$ cat config.mk
export PLATFORM = sky130hd
export DESIGN_NAME = shift_matrix
export DESIGN_NICKNAME = d
export VERILOG_FILES = /design/src/rtl/shift_matrix.sv
export SDC_FILE = /design/constraint.sdc
export NUM_CORES = 1
export LEC_CHECK = 0
export BUFFER_PORTS_ARGS = -buffer_cell sky130_fd_sc_hd__buf_4
export CAP_MARGIN = 15
export CORE_ASPECT_RATIO = 1.2
export CORE_UTILIZATION = 50
export DETAILED_ROUTE_END_ITERATION = 6
export HOLD_SLACK_MARGIN = 0.05
export PLACE_DENSITY_LB_ADDON = 0.1
export SETUP_SLACK_MARGIN = 0.15
export SLEW_MARGIN = 10
export SYNTH_ARGS = -nofsm -noshare
export SYNTH_HDL_FRONTEND = slang
export SYNTH_SLANG_ARGS = --single-unit
$ cat constraint.sdc
create_clock -name clk -period 1.51 [get_ports clk]
set_clock_uncertainty 0.05 [all_clocks]
set_input_delay 0.151 -clock clk [delete_from_list [all_inputs] [get_ports clk]]
set_output_delay 0.151 -clock clk [all_outputs]
set_load 0.02 [all_outputs]
$ cat src/rtl/shift_matrix.sv
// Scrolling pixel matrix: ROWS x COLS bit image that steps one column per
// cycle in either direction. The incoming column comes from d (feed), from
// the bit shifted out of each row (rotate), or is zero (blank). A step counter
// tracks steps modulo COLS and pulses wrap after the step that returns it to 0.
module shift_matrix #(
    parameter int unsigned ROWS = 8,
    parameter int unsigned COLS = 32
) (
    input  logic                      clk,
    input  logic                      rst_n,
    input  logic                      clr,
    input  logic                      en,
    input  logic                      dir,
    input  logic [1:0]                mode,
    input  logic [ROWS-1:0]           d,
    input  logic                      in_valid,
    output logic                      in_ready,
    output logic [ROWS*COLS-1:0]      out,
    output logic [$clog2(COLS)-1:0]   step_cnt,
    output logic                      wrap
);

    localparam int unsigned CntW = $clog2(COLS);
    localparam logic [CntW-1:0] CntMax = CntW'(COLS - 1);

    localparam logic [1:0] ModeFeed   = 2'b00;
    localparam logic [1:0] ModeRotate = 2'b01;
    localparam logic [1:0] ModeBlank  = 2'b10;
    localparam logic [1:0] ModeHold   = 2'b11;

    // Row r occupies bits [r*COLS +: COLS] of out, column c at bit c.
    logic [ROWS-1:0][COLS-1:0] pix_q, pix_d;
    logic [CntW-1:0]           cnt_q, cnt_d;
    logic                      wrap_q, wrap_d;
    logic [ROWS-1:0]           in_bit;
    logic                      step;

    assign in_ready = en && (mode == ModeFeed) && !clr && rst_n;
    assign out      = pix_q;
    assign step_cnt = cnt_q;
    assign wrap     = wrap_q;

    // Decide whether this cycle advances the image by one column.
    always_comb begin
        step = 1'b0;
        if (en && !clr) begin
            unique case (mode)
                ModeFeed:   step = in_valid;
                ModeRotate: step = 1'b1;
                ModeBlank:  step = 1'b1;
                ModeHold:   step = 1'b0;
                default:    step = 1'b0;
            endcase
        end
    end

    // Select the bit entering each row; rotate reuses the bit falling off the far end.
    always_comb begin
        in_bit = '0;
        for (int r = 0; r < ROWS; r++) begin
            unique case (mode)
                ModeFeed:   in_bit[r] = d[r];
                ModeRotate: in_bit[r] = dir ? pix_q[r][0] : pix_q[r][COLS-1];
                default:    in_bit[r] = 1'b0;
            endcase
        end
    end

    // Next image, counter and wrap pulse; clear wins over any step.
    always_comb begin
        pix_d  = pix_q;
        cnt_d  = cnt_q;
        wrap_d = 1'b0;
        if (clr) begin
            pix_d = '0;
            cnt_d = '0;
        end else if (step) begin
            for (int r = 0; r < ROWS; r++) begin
                if (dir) begin
                    pix_d[r] = {in_bit[r], pix_q[r][COLS-1:1]};
                end else begin
                    pix_d[r] = {pix_q[r][COLS-2:0], in_bit[r]};
                end
            end
            if (cnt_q == CntMax) begin
                cnt_d  = '0;
                wrap_d = 1'b1;
            end else begin
                cnt_d = cnt_q + CntW'(1);
            end
        end
    end

    // State registers with synchronous active-low reset.
    always_ff @(posedge clk) begin
        if (!rst_n) begin
            pix_q  <= '0;
            cnt_q  <= '0;
            wrap_q <= 1'b0;
        end else begin
            pix_q  <= pix_d;
            cnt_q  <= cnt_d;
            wrap_q <= wrap_d;
        end
    end

endmodule

==> run_results.csv, run 1 <==
group,metric,value,unit
outcome,status,"finished with violations",
outcome,violations,"DRC, setup timing",
floorplanning,initial_utilization,51.2,%
route,viasPerCell,5.96,
critical_path,max_stage_delay,0.36,ns
timing,hold_violations,0,
global_route,grt_pass1_wl,58.0,mm
critical_path,worstPathArrival,1.88,ns
placement,dp.cells,1800,
route,wl_met1,15.8,mm
floorplanning,core-area,0.0265,mm²
clock_tree,cts_tree,"done",
floorplanning,fp.dieH,182,µm
route,drc,18,
synth,ys_seq_area_share,38.6,%
synth,synth_cells,1240,
power,switchingPower,4.73,mW
clock_tree,clk_latency,0.54,ns
global_route,grt_max_degree,45,
power,p_per_area,962,mW/mm²
critical_path,cpMostUsedCell,"ha_4",
route,dr_wl_met2,17.5,mm
global_route,grt_pass1_vias,10800,
placement,post-place-ws,-0.248,ns
placement,place.port_buffers,278,
clock_tree,cts_root_buf,"clkbuf_16",
route,post_drt_wl_per_cell,19.3,µm
floorplanning,die_area,0.0278,mm²
route,dr_wl_met3,1.90,mm
synth,synth_cell_types,39,
final_layout,final_cell_count_no_fill,1868,
clock_tree,cts.sinks,262,
route,drt_wl_total,36.1,mm
synth,synthArstFlopShare,0,%
power,comb_power_share,16.6,%
power,switching_share,27.3,%
synth,synth_flop_cell,"dfxtp_1",
power,ir_drop,0.000844,V
synth,ys_seq_elements,262,
clock_tree,h-tree-depth,1,
synth,syn_avg_cell_area,10.9,µm²
power,leakagePower,6.87,nW
synth,synth_enable_flop_cells,0,
synth,syn-cell-area,0.0136,mm²
clock_tree,cts_inserted_buffers,28,
timing,drv_slew,0,
clock_tree,clk_pin_slew_worst_paths,0.06,ns
route,drt_first_pass_iters,7,
synth,yosys_warnings,0,
critical_path,critPathLaunchType,"flop",
floorplanning,io-pin-count,279,
global_route,antenna_found_initial,2,
timing,fin_crit_sh,101,%
power,pwr-share-clk,41.1,%
final_layout,nNetsFinal,1532,
final_layout,layout-drive-gt1-share,56.0,%
clock_tree,cts_buffer_depth,3,
timing,worstMarginPinSlew,0.429,ns
critical_path,crit_type,"reg -> reg",
timing,rsz0062_at_grt,"yes",
floorplanning,die_w,152,µm
critical_path,path_cells,"ha_4, and3_4, ha_4, buf_6, nor2_4, o311ai_4, o41ai_2",
global_route,grt.overflow.total,0,
min_path,hold_path.class,"in -> reg",
power,p_seq_share,42.3,%
route,highest_layer,"met4",
critical_path,rrSetupSlack,-0.009,ns
placement,gp_congestion,0.786,
critical_path,crit_path_max_fanout,3,
final_layout,fillers,2085,
timing,fin_ws,-0.00930,ns
timing,setup-violations-final,1,
synth,synth_nets,1262,
route,drtIter0Drc,571,
final_layout,area_growth,32.8,%
timing,fmax,658,MHz
power,p_int,12.6,mW
timing,max_slew_margin,71.4,%
global_route,grt_usage,24.9,%
timing,min_period,1.52,ns
critical_path,crit_path_end_kind,"flop",
critical_path,cpMaxStageDelayCell,"dfxtp_4",
critical_path,cp_data_required_time,1.87,ns
route,antenna_left,0,
placement,hpwl,23.6,mm
floorplanning,fp-row-count,65,
flow_run,drv_cap,0,
route,via_count,11100,
==> metrics by stage <==
stage	utilization [%]	area, µm²	total power, mW	setup TNS, ns	hold WS (ns)
floorplan	-	13800	9.49	-7.69	0.386
CTS	67.5	17900	17.5	0	0.0601
global route	68.0	18000	18.0	-0.0337	0.0879
finish	68.0	18000	17.3	-0.00930	0.0760
global placement	63.0	16700	10.3	-37.89	0.442
detailed placement	63.0	16700	10.3	-42.23	0.456
==> cell families (layout without fill, tap and decap cells) <==
kind of cell / after synthesis / after routing / share of synthesized area, %
AO/OA/AOI/OAI: 541 / 541 / 34.9
flip-flops: 262 / 262 / 38.6
multiplexers: 242 / 242 / 17.9
buffers and inverters: 148 / 439 / 6.47
AND/OR/NAND/NOR: 41 / 41 / 1.59
adder cells (fa/ha/maj): 6 / 6 / 0.553
other: 0 / 2 / 0
==> worst paths after layout <==
| check | endpoint | startpoint | cells after the start |
|---|---|---|---|
| worst max-delay path | step_cnt[2] | step_cnt[1] | 7 |
| worst min-delay path | out[224] | dir | 3 |
| worst max register to register | step_cnt[2] | step_cnt[1] | 7 |
| worst min register to register | out[224] | out[224] | 2 |
==> worst max-delay path: cells and delay by family (launching register included) <==
| family | cells | cell delay [ns] |
|---|---|---|
| AO/OA/AOI/OAI | 2 | 0.37 |
| adder cells (fa/ha/maj) | 2 | 0.26 |
| AND/OR/NAND/NOR | 2 | 0.23 |
| flip-flops | 1 | 0.36 |
| buffers and inverters | 1 | 0.11 |
==> placed cells by master, fill, tap and decap left out, types with 5 or more instances in the layout <==
| cell type | Yosys | routed |
|---|---|---|
| buf_4 | 6 | 317 |
| clkbuf_8 | 0 | 6 |
| nand2_1 | 17 | 17 |
| a21oi_1 | 131 | 105 |
| buf_6 | 12 | 9 |
| a211oi_2 | 170 | 170 |
| a211oi_1 | 70 | 70 |
| dfxtp_1 | 262 | 157 |
| clkbuf_1 | 32 | 8 |
| a21oi_2 | 120 | 146 |
| a22o_1 | 16 | 16 |
| dlygate4sd3_1 | 0 | 12 |
| dfxtp_2 | 0 | 103 |
| buf_12 | 2 | 47 |
| nor2b_1 | 10 | 8 |
| clkbuf_16 | 0 | 29 |
| o22ai_1 | 16 | 16 |
| a22oi_1 | 8 | 8 |
| ha_4 | 0 | 5 |
| mux2i_1 | 240 | 240 |
==> routing by layer <==
layer,GRT usage (%),vias to the layer above
met5,0,-
met4,7.92,0
met3,3.18,63
met2,41.8,318
met1,33.2,5469
li1,-,5289
==> power groups by stage <==
| stage | sequential, mW | combinational, mW | clock (mW) |
|---|---|---|---|
| finish | 7.33 | 2.88 | 7.13 |
| global route | 7.35 | 3.07 | 7.56 |
| CTS | 7.32 | 2.88 | 7.27 |
| detailed placement | 7.47 | 2.85 | 0 |
| global placement | 7.47 | 2.81 | 0 |
| floorplan | 7.61 | 1.88 | 0 |
==> cell type report <==
class                   count  area (µm²)  area share [%]
repair buffers            386        3560            19.7
multi-input cells         830        7690            42.7
well taps                 335         419            2.33
inverters                   2        15.0          0.0833
flip-flops and latches    262        5380            29.9
clock buffers              43         838            4.65
diodes                      2        5.00          0.0278
clock inverters             8         119           0.660
==> cell usage after synthesis (3+ instances only) <==
cell	instances	area, µm²
dfxtp_1	262	5250
mux2i_1	240	2400
a211oi_2	170	2130
a21oi_1	131	656
a21oi_2	120	1050
buf_2	85	425
a211oi_1	70	526
clkbuf_1	32	120
nand2_1	17	63.8
a22o_1	16	140
o22ai_1	16	100
buf_6	12	135
nor2b_1	10	62.6
a22oi_1	8	60.1
buf_4	6	45.0
buf_8	6	90.1
ha_1	6	75.1
and3_1	3	18.8
nand2b_1	3	18.8
o21ai_0	3	15.0
==> flip-flops by register name, indices dropped and copies added, names as in the netlist <==
name and cells:
wrap 1, out 256, step_cnt 5
==> timing repair <==
action | CTS | global route
pin swaps | 8 | 6
setup buffers | 2 | 1
setup endpoints to repair | 43 | 77
endpoints found under the hold margin | 25 | 0
resized for setup | 48 | 71
hold buffers | 12 | 0
(Power assumes the default switching activity.)
==> inputs of run 2 (changes only) <==
--- a/constraint.sdc
+++ b/constraint.sdc
@@ -3,3 +3,3 @@
 set_input_delay 0.151 -clock clk [delete_from_list [all_inputs] [get_ports clk]]
 set_output_delay 0.151 -clock clk [all_outputs]
-set_load 0.02 [all_outputs]
+set_load 0.01 [all_outputs]
==> run 2 against run 1 <==
  * The flow finishes with violations (DRC)
  * Sequential cell count stayed put
  * Largest cell class unchanged
  * Largest power group is now the clock network
  * Maximum frequency is 1.7% higher
  * Core utilization is 0.25 points higher
  * First-iteration DRC count is 1.9% higher
  * Critical path depth stayed put
  * Via count is 1.2% lower
  * Highest routed layer unchanged
  * Count of clock-buffer cells in the layout is 4 lower
  * Routed wire length is 0.37% lower
  * Final area is 0.37% higher
  * Global-route usage is 0.13 points higher
  * Sequential share of layout area is 0.53 points lower
==> run_results.csv, run 2 (same netlist as run 1, synthesis figures left out) <==
group,metric,value,unit
route,drc,17,
clock_tree,clk_latency,0.54,ns
floorplanning,io-pin-count,279,
global_route,antenna_found_initial,0,
critical_path,cpMaxStageDelayCell,"dfxtp_4",
critical_path,critical_path.top_delay_family,"flip-flops",
floorplanning,die_area,0.0278,mm²
floorplanning,die_w,152,µm
final_layout,post-route-util,68.2,%
global_route,grt_pass1_vias,10700,
placement,gp_congestion,0.786,
critical_path,cpMostUsedCell,"ha_4",
timing,fin_worst_hold_slack,0.0756,ns
route,drtIter0Drc,582,
floorplanning,fp.dieH,182,µm
final_layout,final_cell_mix,"buf_4 (312), mux2i_1 (240), dfxtp_1 (218)",
power,p_per_area,992,mW/mm²
placement,hpwl,23.7,mm
power,ir_drop,0.000804,V
critical_path,cp.depth,7,
final_layout,nNetsFinal,1522,
outcome,status,"finished with violations",
final_layout,fillers,2048,
critical_path,worstPathArrival,1.85,ns
final_layout,largest_register_ffs,256,
critical_path,cp_num_buf_inv,1,
min_path,worstHoldPathCells,3,
global_route,grt_max_degree,55,
timing,max_slew_margin,68.5,%
critical_path,cp_data_required_time,1.87,ns
final_layout,seq_area,0.00531,mm²
power,power.total,17.9,mW
route,post_drt_wl_per_cell,19.4,µm
timing,fmax,670,MHz
clock_tree,h-tree-depth,1,
timing,worstMarginPinSlew,0.472,ns
final_layout,final_cell_count_no_fill,1857,
placement,dp.cells,1792,
route,drt_wl_total,36.0,mm
timing,min_period,1.49,ns
final_layout,area_growth,33.3,%
clock_tree,cts.sinks,262,
timing,hold_violations,0,
critical_path,crit_path_end_kind,"flop",
flow_run,drv_cap,0,
critical_path,max_stage_delay,0.36,ns
placement,place.port_buffers,278,
final_layout,mostFrequentLayoutCell,"buf_4",
global_route,grt_pass1_wl,58.3,mm
timing,rsz0062_at_grt,"yes",
timing,setup_tns,0,ns
global_route,grt.overflow.total,0,
final_layout,layout-drive-gt1-share,54.5,%
critical_path,r2r_cells,7,
route,viasPerCell,5.92,
clock_tree,cts_root_buf,"clkbuf_16",
final_layout,diodes,0,
floorplanning,fp-row-count,65,
final_layout,multi_input_area,0.00782,mm²
critical_path,crit_type,"reg -> reg",
clock_tree,cts_tree,"done",
route,antenna_left,0,
global_route,grt_usage,25.0,%
clock_tree,cts_buffer_depth,3,
floorplanning,core-area,0.0265,mm²
timing,drv_slew,0,
clock_tree,cts_inserted_buffers,29,
critical_path,crit_path_max_fanout,3,
clock_tree,clk_pin_slew_worst_paths,0.06,ns
route,via_count,11000,
critical_path,critPathLaunchType,"flop",
timing,setup-violations-final,0,
critical_path,path_cells,"ha_4, and3_4, ha_4, buf_6, nor2_2, o311ai_2, o41ai_1",
outcome,violations,"DRC",
floorplanning,initial_utilization,51.2,%
min_path,hold_path.class,"in -> reg",
power,leakagePower,6.88,nW
route,drt_first_pass_iters,7,
timing,fin_crit_sh,98.9,%
[run 2: changes by cell type in the layout (fill, tap and decap cells not counted), sizes merged]
| cell | previous run | this run |
|---|---|---|
| buf | 374 | 366 |
| bufinv | 3 | 6 |
| clkbuf | 43 | 39 |
| clkinv | 4 | 6 |
| diode | 2 | 0 |
| dlygate4sd3 | 12 | 9 |
| inv | 1 | 2 |
[run 2: path summary, 6_finish.rpt]
path                    start          end  slack (ns)
hold / removal            dir      out[30]        0.08
setup / recovery  step_cnt[0]  step_cnt[2]        0.02
setup reg to reg  step_cnt[0]  step_cnt[2]        0.02
hold reg to reg      out[192]     out[192]        0.46
[run 2: timing repair]
action	4_1_cts	5_1_grt
endpoints found under the setup margin	21	34
resized for setup	18	39
buffers inserted	1	2
pin swaps	5	5
hold buffers	9	0
hold endpoints to repair	17	0
[run 2: metrics by stage]
stage,setup slack [ns],cell area [µm²]
floorplan,-0.0570,14000
global placement,-0.193,16800
detailed placement,-0.254,16800
CTS,-0.0414,18000
global route,-0.0172,18100
finish,0.0166,18100
[run 2: worst register-to-register path, stage by stage (launching register included)]
cell      delay, ns
dfxtp_4        0.36
ha_4           0.13
and3_4         0.21
ha_4           0.15
buf_6          0.10
nor2_2         0.04
o311ai_2       0.23
o41ai_1        0.10
[run 2: layer usage]
| layer | up-vias | part of all wire (%) | global-route usage (%) |
|---|---|---|---|
| met2 | 251 | 48 | 42.2 |
| met3 | 45 | 5.4 | 4.23 |
| met5 | - | 0 | 0 |
| met1 | 5432 | 44 | 33.0 |
| met4 | 0 | 2.0 | 6.61 |
| li1 | 5274 | - | - |
[run 2: power by group]
part           internal [mW]  total, mW  switching, mW
logic                   1.19       2.76           1.57
registers               7.09       7.32          0.231
clock network           4.94       7.87           2.93
total                   13.2       17.9           4.73
[run 2: layout make-up]
type                            instances  share of cell area (%)
Multi-Input combinational cell        830                    43.2
Sequential cell                       262                    29.3
Timing Repair Buffer                  375                    19.1
Clock buffer                           39                    4.67
Tap cell                              335                    2.32
Clock inverter                         14                    1.27
Inverter                                2                  0.0622
